**src/rtl/bcd_pkg.sv**
```systemverilog
// Shared types and constants for the iterative binary-to-BCD sequencer.
package bcd_pkg;

   localparam int BCD_WIDTH  = 18;
   localparam int BCD_DIGITS = 6;

   typedef enum logic {
      IDLE  = 1'b0,
      SHIFT = 1'b1
   } state_t;

   function automatic logic [3:0] adj_const();
      return 4'd3;
   endfunction

   function automatic logic [3:0] adj_thresh();
      return 4'd5;
   endfunction

endpackage

```
**src/rtl/bcd_digit_adj.sv**
```systemverilog
// One double-dabble digit slice: a digit of 5 or more is pre-biased by 3 before the shift.
module bcd_digit_adj
   import bcd_pkg::*;
(
   input  logic [3:0] i_digit,
   output logic [3:0] o_digit
);

   // 4-bit wraparound add; no carry ever reaches the neighbouring digit.
   assign o_digit = (i_digit >= adj_thresh()) ? (i_digit + adj_const()) : i_digit;

endmodule

```
**src/rtl/bcd_seq_ctrl.sv**
```systemverilog
// Sequential double-dabble converter: one adjust-and-shift step per clock,
// with a registered BCD result and leading-zero blank mask.
module bcd_seq_ctrl
   import bcd_pkg::*;
#(
   parameter int WIDTH  = BCD_WIDTH,
   parameter int DIGITS = BCD_DIGITS,
   parameter int CW     = 5
) (
   input  logic                  CLK,
   input  logic                  RST_N,
   input  logic                  START,
   input  logic [WIDTH-1:0]      BIN,
   output logic                  READY,
   output logic                  DONE,
   output logic [4*DIGITS-1:0]   BCD,
   output logic [DIGITS-1:0]     BLANK
);

   localparam logic [CW-1:0]     LAST_CNT    = CW'(WIDTH - 1);
   localparam logic [DIGITS-1:0] RESET_BLANK = {{(DIGITS-1){1'b1}}, 1'b0};

   state_t                r_state;
   logic                  r_ready;
   logic                  r_done;
   logic [4*DIGITS-1:0]   r_bcd;
   logic [DIGITS-1:0]     r_blank;
   logic [WIDTH-1:0]      r_shift;
   logic [4*DIGITS-1:0]   r_work;
   logic [CW-1:0]         r_cnt;

   logic [4*DIGITS-1:0]   w_adj;
   logic [4*DIGITS-1:0]   w_work_nx;
   logic [WIDTH-1:0]      w_shift_nx;
   logic [DIGITS-1:0]     w_blank;

   genvar g;
   generate
      for (g = 0; g < DIGITS; g++) begin : g_adj
         bcd_digit_adj u_adj (
            .i_digit (r_work[4*g +: 4]),
            .o_digit (w_adj[4*g +: 4])
         );
      end
   endgenerate

   // The adjusted work digits and the binary shift register move as one long word.
   assign {w_work_nx, w_shift_nx} = {w_adj, r_shift} << 1;

   always_comb begin
      logic v_hi_zero;
      w_blank   = '0;
      v_hi_zero = 1'b1;
      for (int i = DIGITS - 1; i >= 1; i--) begin
         v_hi_zero  = v_hi_zero & (w_work_nx[4*i +: 4] == 4'd0);
         w_blank[i] = v_hi_zero;
      end
   end

   always_ff @(posedge CLK) begin
      if (!RST_N) begin
         r_state <= IDLE;
         r_ready <= 1'b1;
         r_done  <= 1'b0;
         r_bcd   <= '0;
         r_blank <= RESET_BLANK;
         r_shift <= '0;
         r_work  <= '0;
         r_cnt   <= '0;
      end else begin
         r_done <= 1'b0;
         case (r_state)
            IDLE: begin
               if (START) begin
                  r_shift <= BIN;
                  r_work  <= '0;
                  r_cnt   <= '0;
                  r_ready <= 1'b0;
                  r_state <= SHIFT;
               end
            end
            SHIFT: begin
               r_work  <= w_work_nx;
               r_shift <= w_shift_nx;
               r_cnt   <= r_cnt + CW'(1);
               if (r_cnt == LAST_CNT) begin
                  r_bcd   <= w_work_nx;
                  r_blank <= w_blank;
                  r_done  <= 1'b1;
                  r_ready <= 1'b1;
                  r_state <= IDLE;
               end
            end
            default: begin
               r_ready <= 1'b1;
               r_state <= IDLE;
            end
         endcase
      end
   end

   assign READY = r_ready;
   assign DONE  = r_done;
   assign BCD   = r_bcd;
   assign BLANK = r_blank;

endmodule

```
**config.mk**
```make
export PLATFORM = sky130hd
export DESIGN_NAME = bcd_seq_ctrl
export DESIGN_NICKNAME = d
export VERILOG_FILES = /design/src/rtl/bcd_pkg.sv /design/src/rtl/bcd_digit_adj.sv /design/src/rtl/bcd_seq_ctrl.sv
export SDC_FILE = /design/constraint.sdc
export NUM_CORES = 1
export LEC_CHECK = 0
export BUFFER_PORTS_ARGS = -buffer_cell sky130_fd_sc_hd__buf_2
export CORE_ASPECT_RATIO = 0.6
export CORE_MARGIN = 1.5
export CORE_UTILIZATION = 52
export DETAILED_ROUTE_END_ITERATION = 8
export PLACE_DENSITY = 0.73
export SLEW_MARGIN = 25
export SYNTH_ARGS = -nofsm -noshare
export SYNTH_HDL_FRONTEND = slang
export SYNTH_HIERARCHICAL = 1
export SYNTH_SLANG_ARGS = --single-unit
export TNS_END_PERCENT = 100
```
**constraint.sdc**
```tcl
create_clock -name CLK -period 1.9 [get_ports CLK]
set_input_delay 0.19 -clock CLK [delete_from_list [all_inputs] [get_ports CLK]]
set_output_delay 0.19 -clock CLK [all_outputs]
set_load 0.02 [all_outputs]
```
### Word-level counts from Yosys, hierarchy flattened

Index checks and enable logic that the tools add are counted.

* equal/unequal tests: 3
* shifts and indexed selects: 0
* divide/modulo/power cells: 0
* magnitude comparators: 6
* multiplexer cells: 19
* $mul: 0
* reduce and logical (&&, ||, !) cells: 8
* bitwise logic cells: 5
* add/sub/neg operators: 7

Operators by type and width (count)
* $pmux W24 S2: 1
* $pmux W18 S2: 1
* $ge A4 B3 Y1 const B: 6
* $mux W24: 1
* $add A4 B2 Y4 const B: 5
* $logic_not A4 Y1: 5
* $mux W4: 5
* $mux W18: 1
* $pmux W5 S2: 1
* $reduce_and A2 Y1: 3
* $add A5 B1 Y5 const B: 1
* $eq A5 B5 Y1 const B: 1
* $mux W1: 5
* $mux W5: 1
* $and A1 B1 Y1: 4
* $pmux W1 S2: 2
* $add A3 B2 Y3 const B: 1
* $mux W3: 1
* $ne A2 B1 Y1 const B: 1
* $ne A2 B2 Y1 const B: 1
* $not A1 Y1: 1

* memory bits (writable): 0
* logic and storage cells: 56
* input bits: 21
* bits in latches: 0
* memories: 0
* memory bits (read-only): 0
* output and inout port bits: 32
* register bits: 79

### Logic depth before layout (Yosys ltp)

Gate-level depths: netlist of run 1.

* word-level depth: 7
* mapped depth: 9
* gate-level depth less buffers: 9

### By module

The synthesis of run 1 kept the hierarchy.

By module, submodules not included
* bcd_seq_ctrl: cells an instance 371, times used 1, area each 3313.2 um^2, seq. area each 1581.5 um^2
* bcd_digit_adj: cells an instance 16, times used 6, area each 101.3 um^2, seq. area each 0.0 um^2

### Worst setup path before layout of run 1

No wires, ideal clock.

* path type: register to register
* from: reg r_work[17]
* to: reg r_blank[1], in the netlist BLANK[1]
* cell stages (with the launch flop): 10
* period minus slack after synthesis: 2020 ps
* slack: -120 ps
* arrival: 1947 ps
* required time: 1827 ps
* library setup time: 73 ps
* path buffers: 0
* cell sequence: dfxtp_1 inv_1 ha_1 nand2b_1 a21oi_2 xnor2_1 or4_4 nor3_4 nand3_2 o211ai_2

* cells in the longest elaborated chain, start to end: 7
* elaborated cells on any way between the ends: 9
* classes of those cells: add/sub: 1; order compare: 1; mux: 1; bitwise: 4; reduce/logical: 2

Ends and longest elaborated chain
* start, declared: line bcd_seq_ctrl.sv:29 `logic [4*DIGITS-1:0] r_work;`
* start signal, assigned: line bcd_seq_ctrl.sv:83 `r_work <= w_work_nx;`
* $ge A4 B3 Y1: line bcd_digit_adj.sv:10 `assign o_digit = (i_digit >= adj_thresh()) ? (i_digit + adj_const()) : i_digit;`
* $mux W4: line bcd_digit_adj.sv:10
* net w_adj[16]: line bcd_seq_ctrl.sv:32 `logic [4*DIGITS-1:0] w_adj;`
* $logic_not A4 Y1: line bcd_seq_ctrl.sv:55 `v_hi_zero = v_hi_zero & (w_work_nx[4*i +: 4] == 4'd0);`
* $and A1 B1 Y1 (4 in series): line bcd_seq_ctrl.sv:55
* end signal, assigned: line bcd_seq_ctrl.sv:88 `r_blank <= w_blank;`
* end, declared: line bcd_seq_ctrl.sv:27 `logic [DIGITS-1:0] r_blank;`

The timed path passes the listed nets, and every way through them passes these cells.
A chain may end at the register's enable or synchronous reset.

### Worst setup path after layout of run 1

* from: reg r_work[13]
* to: reg r_blank[1], in the netlist BLANK[1]

* elaborated cells on any way between the ends: 9
* classes of those cells: add/sub: 1; order compare: 1; mux: 1; bitwise: 4; reduce/logical: 2

RTL lines (line)
* $add A4 B2 Y4 / $ge A4 B3 Y1 (equally long branches): bcd_digit_adj.sv:10
* $mux W4 (*): bcd_digit_adj.sv:10
* net w_adj[13]: bcd_seq_ctrl.sv:32
* $logic_not A4 Y1 (*): bcd_seq_ctrl.sv:55
* $and A1 B1 Y1 (*) (3 in series): bcd_seq_ctrl.sv:55

Mark *: on every way through the listed nets, which the timed path passes. The rest lies on a longest branch.

==> results of run 1 <==
## worst max-delay path: stages, from the launching register on
cell,delay (ns)
dfxtp_2,0.35
inv_4,0.05
ha_2,0.17
nand2b_4,0.16
a21oi_4,0.16
mux2i_2,0.10
or4_4,0.51
nor3_4,0.15
nand3_2,0.12
o211ai_2,0.14
## stage by stage
stage          hold WS, ns  area (sq um)
2_1_floorplan        0.410          3950
3_3_place_gp         0.438          4480
3_5_place_dp         0.442          4480
4_1_cts              0.182          4790
5_1_grt              0.219          4850
6_report             0.186          4850
## path summary, 6_finish.rpt
kind	to	slack [ns]	depth (start not counted)
worst min register to register	BCD[6]	0.45	2
worst max-delay path	BLANK[1]	-0.09	9
worst max register to register	BLANK[1]	-0.09	9
worst min-delay path	r_shift[0]	0.19	3
## layer usage
metal / global-route usage [%] / share of wire (%) / up-vias
met5: 0 / 0 / -
met4: 6.04 / 1.3 / 0
met3: 7.47 / 4.5 / 14
met2: 35.7 / 44 / 56
met1: 28.8 / 50 / 1498
li1: - / - / 1686
## final cells by class
type,count,area [sq um]
fill,633,2410
multi-input combinational,341,2230
timing repair buffer,91,568
inverter,13,51.3
clock buffer,15,278
tap,104,130
sequential,79,1590
## registers in the layout (all words and copies together), names as in the netlist
register,count
BCD,24
r_work,24
r_shift,18
BLANK,5
r_cnt,5
DONE,1
READY,1
r_state,1
## power breakdown
| part | internal, W | total, W | switching, W | leakage (nW) |
|---|---|---|---|---|
| registers | 0.00169 | 0.00171 | 0.0000250 | 0.643 |
| clock network | 0.000986 | 0.00161 | 0.000623 | 0.136 |
| logic | 0.0000930 | 0.000204 | 0.000111 | 1.25 |
| total | 0.00277 | 0.00352 | 0.000759 | 2.03 |
## what timing repair did
item / 4_1_cts / 5_1_grt
cloned: 0 / 0
resized for setup: 5 / 12
hold buffers: 0 / 0
pin swaps: 2 / 4
setup buffers: 2 / 1
endpoints found under the setup margin: 4 / 4
==> run metrics, run 1 <==
initial antenna violation count=0; routability cong.=0.795; CTS tree=built; Via Count=3254; Crit. End Element=flop; arrival time worst endpoint=2.26 ns; GRT Total Usage=22.3%; placeable core area=0.00727 sq mm; WL final=8300 microns; cell count after synthesis=463; fmax=501 MHz; Worst setup SP type=flop; Final Setup Violations=3; Hold Vio Cnt, Final=0; Final Slew Violations=0; YS warnings=6; Final ANT Viol Nets=0; Initial Utilization=53.7%; Clock Latency Late Sink=0.34 ns; layout cells sized above 1=26.0%; most frequent cells in the layout=95 x nand2_1, 72 x dfxtp_1, 51 x buf_2; most common cell after layout, fill and taps aside=nand2_1; unrepaired setup endpoints after global routing=true; Detailed Route Iter0 Violations=171; status=finished, violations left; P&R area growth vs syn=24.4%; Ant. Diodes=0; Post-DP HPWL=5510 microns; H-tree Lvls=3; HP Class=in2reg; clk sinks=79; Static Leak=2.03 nW; HP Start=BIN[0]; CTS Buf Count=9; Max FO, Critical Path=3; Die Width=115 microns; Clock Tree Root=clkbuf_16; CP Class=reg2reg; WL/cell=12.9 microns; largest net degree at the start of global routing=48; Min Clock Period, post-route=1.99 ns; reg2reg start=r_work[13]; Clock Pin Slew Worst Setup and Hold Paths=0.06 ns; Die Y=70.1 microns; CP required=2.16 ns; I/O Pins=53; peak supply drop=0.000410 V; TritonRoute pass-1 iters=4; GRT overflow=0; period utilisation layout=105%; violated checks=negative setup slack; Longest Clk Path Bufs=2; first-pass GRT wire length=14100 microns; Layout Nets=570; Syn Std Cell Area=0.00390 sq mm; Place WS=-0.154 ns; row count=24; port bufs=51; total power=0.00352 W; syn_area_per_cell=8.43 sq um; clk_skew=0.00559 ns; PD cells=726 mW/mm^2; dpl cells=625; Net Count, Synth=498; DR DRC count=0; setup TNS=-0.172 ns; final core occ=66.8%; total die area=0.00805 sq mm; final worst slack=-0.0942 ns; Max Cap Viol=0; Setup crit start=r_work[13]; Layout Cells excl Fill=643; vias per cell=5.06; vias in the first global route=3112
Note: power is estimated with default switching activity, not from simulation.
==> inputs of run 2 (changes only) <==
--- a/config.mk
+++ b/config.mk
@@ -8,9 +8,9 @@
 export BUFFER_PORTS_ARGS = -buffer_cell sky130_fd_sc_hd__buf_2
 export CORE_ASPECT_RATIO = 0.6
 export CORE_MARGIN = 1.5
-export CORE_UTILIZATION = 52
+export CORE_UTILIZATION = 60
 export DETAILED_ROUTE_END_ITERATION = 8
-export PLACE_DENSITY = 0.73
+export PLACE_DENSITY = 0.8
 export SLEW_MARGIN = 25
 export SYNTH_ARGS = -nofsm -noshare
 export SYNTH_HDL_FRONTEND = slang
==> constraint.sdc (replaced) <==
create_clock -name CLK -period 2.6 [get_ports CLK]
set_input_delay 0.26 -clock CLK [delete_from_list [all_inputs] [get_ports CLK]]
set_output_delay 0.26 -clock CLK [all_outputs]
set_load 0.02 [all_outputs]
==> run 2 against run 1 <==
The flow now finishes without violations. Core utilization is 3.0 points higher. Register-to-register slack improved by 0.46 ns. Final cell count shrank 8.4%. Highest routed layer unchanged.
==> run metrics, run 2 (same netlist as run 1, synthesis figures left out) <==
status=completed; Clock Latency Late Sink=0.34 ns; CP required=2.87 ns; layout cells sized above 1=16.0%; most frequent cells in the layout=95 x nand2_1, 78 x dfxtp_1, 51 x buf_2; CTS tree=built; first-pass GRT wire length=13600 microns; setup TNS=0 ns; reg2reg start=r_work[13]; postcts setup bufs=0; period utilisation layout=86.1%; placeable core area=0.00619 sq mm; arrival time worst endpoint=2.51 ns; Cell Int Power=0.00163 W; unrepaired setup endpoints after global routing=false; Ant. Diodes=0; Slew headroom=58.7%; largest net degree at the start of global routing=62; P&R area growth vs syn=10.8%; routability cong.=0.809; worst-margin pin slew=0.614 ns; WL final=7980 microns; switch share=23.6%; Reg power frac=58.3%; Die Width=107 microns; P_sw=0.000504 W; DR DRC count=0; GRT overflow=0; H-tree Lvls=3; vias per cell=5.32; Static Leak=1.78 nW; I/O Pins=53; vias in the first global route=3004; HP Class=in2reg; peak supply drop=0.000307 V; Initial Utilization=63.0%; Final Setup Violations=0; worst r2r path cells=9; Clock Tree Root=clkbuf_8; Worst setup SP type=flop; Longest Clk Path Bufs=2; Logic pwr share=7.2%; Layout Nets=537; Hold Vio Cnt, Final=0; post-CTS sizing=0; clk_skew=0.00627 ns; fmax=447 MHz; TritonRoute pass-1 iters=4; WL/cell=13.6 microns; row count=22; Clock power frac=34.6%; Reg2Reg Setup Slack=0.36 ns; Detailed Route Iter0 Violations=149; Min Clock Period, post-route=2.24 ns; Setup crit start=r_work[13]; worst setup path endpoint=BLANK[1]; fillers=509; HP Start=BIN[0]; Area after DPL=0.00418 sq mm; Crit. End Element=flop; CTS Hold Bufs=0; CP Class=reg2reg; Post-DP HPWL=5440 microns; GRT Total Usage=24.8%; Max Cap Viol=0; initial antenna violation count=0; cell area after layout=0.00432 sq mm; PD cells=494 mW/mm^2; Final ANT Viol Nets=0; worst r2r dst=BLANK[1]; total power=0.00214 W; dpl cells=575; port bufs=51; Clock Pin Slew Worst Setup and Hold Paths=0.07 ns; Final Slew Violations=0; CTS Buf Count=9; Die Y=65.5 microns; most common cell after layout, fill and taps aside=nand2_1; Layout Cells excl Fill=589; total die area=0.00701 sq mm; clk sinks=79; Via Count=3132; Max FO, Critical Path=3
-- run 2: cell count changes in the layout (fill, tap and decap cells not counted), sizes merged --
cell    before  now
clkinv       0    2
clkbuf      15   12
buf         91   58
-- run 2: worst max-delay path: stages (launching register included) --
cell	delay, ns
dfxtp_1	0.34
inv_1	0.08
ha_1	0.18
nand2b_1	0.17
a21oi_2	0.20
xnor2_1	0.14
or4_1	0.60
nor3_4	0.17
nand3_2	0.11
o211ai_2	0.19
-- run 2: worst min-delay path by stage --
stage | depth (start not counted) | to | slack, ns
6_report | 3 | r_shift[0] | 0.25
5_1_grt | 3 | r_shift[0] | 0.26
2_1_floorplan | 2 | BCD[0] | 0.44
3_5_place_dp | 2 | BCD[13] | 0.44
4_1_cts | 3 | r_shift[0] | 0.24
3_3_place_gp | 2 | BCD[6] | 0.44
-- run 2: final cells by class --
type | count | area [sq um] | share of cell area [%]
tap | 84 | 105 | 2.43
clock inverter | 2 | 10.0 | 0.232
clock buffer | 12 | 135 | 3.13
multi-input combinational | 341 | 2120 | 49.0
timing repair buffer | 58 | 320 | 7.41
sequential | 79 | 1580 | 36.6
inverter | 13 | 48.8 | 1.13
-- run 2: per-layer routing --
layer / global-route usage (%) / part of all wire [%]
met1: 32.9 / 50
met2: 39.5 / 45
met3: 6.15 / 3.4
met4: 8.50 / 0.89
met5: 0 / 0
-- run 2: power groups by stage --
stage / Clock, W / Sequential (W) / Combinational (W)
after floorplan: 0 / 0.00127 / 0.000115
after global placement: 0 / 0.00127 / 0.000148
after CTS: 0.000760 / 0.00124 / 0.000153
after global routing: 0.000808 / 0.00125 / 0.000172
final: 0.000738 / 0.00124 / 0.000153
after detailed placement: 0 / 0.00127 / 0.000152
-- run 2: metrics by stage --
stage / util (%) / hold slack (ns) / setup WS, ns
5_1_grt: 69.8 / 0.261 / 0.246
6_report: 69.8 / 0.251 / 0.362
3_3_place_gp: 67.4 / 0.437 / 0.495
3_5_place_dp: 67.4 / 0.443 / 0.410
4_1_cts: 69.8 / 0.237 / 0.371
2_1_floorplan: - / 0.443 / 0.580
==> inputs of run 3 (changes only) <==
--- a/config.mk
+++ b/config.mk
@@ -7,9 +7,9 @@
 export LEC_CHECK = 0
 export BUFFER_PORTS_ARGS = -buffer_cell sky130_fd_sc_hd__buf_2
 export CORE_ASPECT_RATIO = 0.6
-export CORE_MARGIN = 1.5
 export CORE_UTILIZATION = 60
 export DETAILED_ROUTE_END_ITERATION = 8
+export GPL_TIMING_DRIVEN = 0
 export PLACE_DENSITY = 0.8
 export SLEW_MARGIN = 25
 export SYNTH_ARGS = -nofsm -noshare
==> run 3 against run 2 <==
Global-route usage rose by 3.2 points. Combinational power rose by 9.8%. Clock skew rose by 0.0014 ns. Worst setup slack improved by 0.0090 ns. Hold slack got worse by 0.0023 ns. Non-clock buffer count rose by 21. Register-to-register slack barely moved. Critical path depth did not move. Core utilization rose by 2.1 points. Sequential cell count did not move. Sequential share of layout area fell by 1.1 points. Critical path type unchanged. Largest cell class unchanged.
==> run metrics, run 3 (same netlist as run 1, synthesis figures left out) <==
status=completed; Final Slew Violations=0; placeable core area=0.00619 sq mm; P&R area growth vs syn=14.1%; Worst path top cell family by delay=simple AND/OR/NAND/NOR gates; Clock Latency Late Sink=0.35 ns; reg2reg start=r_work[16]; largest net degree at the start of global routing=14; total die area=0.00684 sq mm; post-CTS sizing=0; PD cells=521 mW/mm^2; Detailed Route Iter0 Violations=188; Via Count=3278; HP Class=in2reg; Longest Clk Path Bufs=2; first-pass GRT wire length=14800 microns; CTS Buf Count=9; Layout Nets=558; layout cells sized above 1=16.5%; clk sinks=79; initial antenna violation count=0; worst r2r path cells=9; setup TNS=0 ns; Initial Utilization=63.0%; arrival time worst endpoint=2.51 ns; Min-Delay Endpoint=r_shift[0]; Worst setup SP type=flop; Min Clock Period, post-route=2.23 ns; DR DRC count=0; final worst slack=0.371 ns; CP Class=reg2reg; worst-margin pin slew=0.541 ns; clk_skew=0.00767 ns; Crit. End Element=flop; most common cell after layout, fill and taps aside=nand2_1; Hold Vio Cnt, Final=0; most frequent cells in the layout=95 x nand2_1, 79 x dfxtp_1, 57 x buf_2; worst hold path depth=3; CTS tree=built; Static Leak=1.83 nW; Clock Pin Slew Worst Setup and Hold Paths=0.08 ns; Die Y=64.5 microns; Max stage delay on crit path=0.55 ns; GRT Total Usage=27.9%; CTS Hold Bufs=0; peak supply drop=0.000347 V; Final Setup Violations=0; unrepaired setup endpoints after global routing=false; I/O Pins=53; Slew headroom=63.9%; routability cong.=0.794; Final ANT Viol Nets=0; WL final=8890 microns; port bufs=49; slowest CP cell=or4_4; vias in the first global route=3137; Reg2Reg Setup Slack=0.37 ns; GRT overflow=0; Max FO, Critical Path=5; vias per cell=5.36; worst r2r dst=BLANK[1]; HP Start=BIN[0]; period utilisation layout=85.7%; worst-path cell chain=inv_1, ha_1, nand2b_1, a21oi_2, xnor2_1, or4_4, nor3_4, nand3_2, o211ai_2; Die Width=106 microns; fmax=449 MHz; WL/cell=14.5 microns; Ant. Diodes=0; Post-DP HPWL=6570 microns; fillers=524; Place WS=0.411 ns; row count=22; Max Cap Viol=0; postcts setup bufs=0; H-tree Lvls=3; Clock Tree Root=clkbuf_8; TritonRoute pass-1 iters=4; CP required=2.88 ns; Crit path buffers/inverters=1
[run 3: layout make-up]
class / count / area (sq um) / share of cell area (%)
Tap cell: 84 / 105 / 2.36
Clock buffer: 11 / 141 / 3.18
Clock inverter: 5 / 57.6 / 1.29
Inverter: 13 / 48.8 / 1.10
Timing Repair Buffer: 49 / 245 / 5.51
Sequential cell: 79 / 1580 / 35.5
Multi-Input combinational cell: 341 / 2120 / 47.6
Buffer: 30 / 151 / 3.40
[run 3: through the flow]
| stage | power (W) | utilization, % | area (sq um) | instances | hold slack, ns |
|---|---|---|---|---|---|
| floorplan | 0.00139 | - | 3900 | 463 | 0.443 |
| global placement | 0.00143 | 68.6 | 4250 | 596 | 0.438 |
| detailed placement | 0.00144 | 68.6 | 4250 | 596 | 0.446 |
| CTS | 0.00233 | 71.9 | 4450 | 612 | 0.239 |
| global route | 0.00240 | 71.9 | 4450 | 612 | 0.239 |
| finish | 0.00232 | 71.9 | 4450 | 612 | 0.249 |
[run 3: power by group]
group | switching [W] | internal [W]
registers | 0.0000139 | 0.00123
logic | 0.0000983 | 0.0000700
clock network | 0.000438 | 0.000468
total | 0.000550 | 0.00177
[run 3: layer usage]
| layer | up-vias | GRT usage [%] | wire (microns) |
|---|---|---|---|
| li1 | 1657 | - | - |
| met1 | 1539 | 37.6 | 4370 |
| met2 | 70 | 44.6 | 4040 |
| met3 | 12 | 6.14 | 392 |
| met4 | 0 | 9.20 | 95 |
| met5 | - | 0 | 0 |
[run 3: tightest hold or removal path, delay by kind of cell]
family        cells  cell delay [ns]
buf+inv           1             0.10
mux               1             0.12
simple gates      1             0.06
[run 3: worst max-delay path by stage]
stage | startpoint | endpoint | slack (ns) | cells after the start
finish | r_work[16] | BLANK[1] | 0.37 | 9
global route | r_work[17] | BLANK[1] | 0.22 | 9
CTS | r_work[17] | BLANK[1] | 0.37 | 9
detailed placement | r_work[16] | BLANK[1] | 0.41 | 9
global placement | r_work[17] | BLANK[1] | 0.45 | 9
floorplan | r_work[17] | BLANK[1] | 0.58 | 9
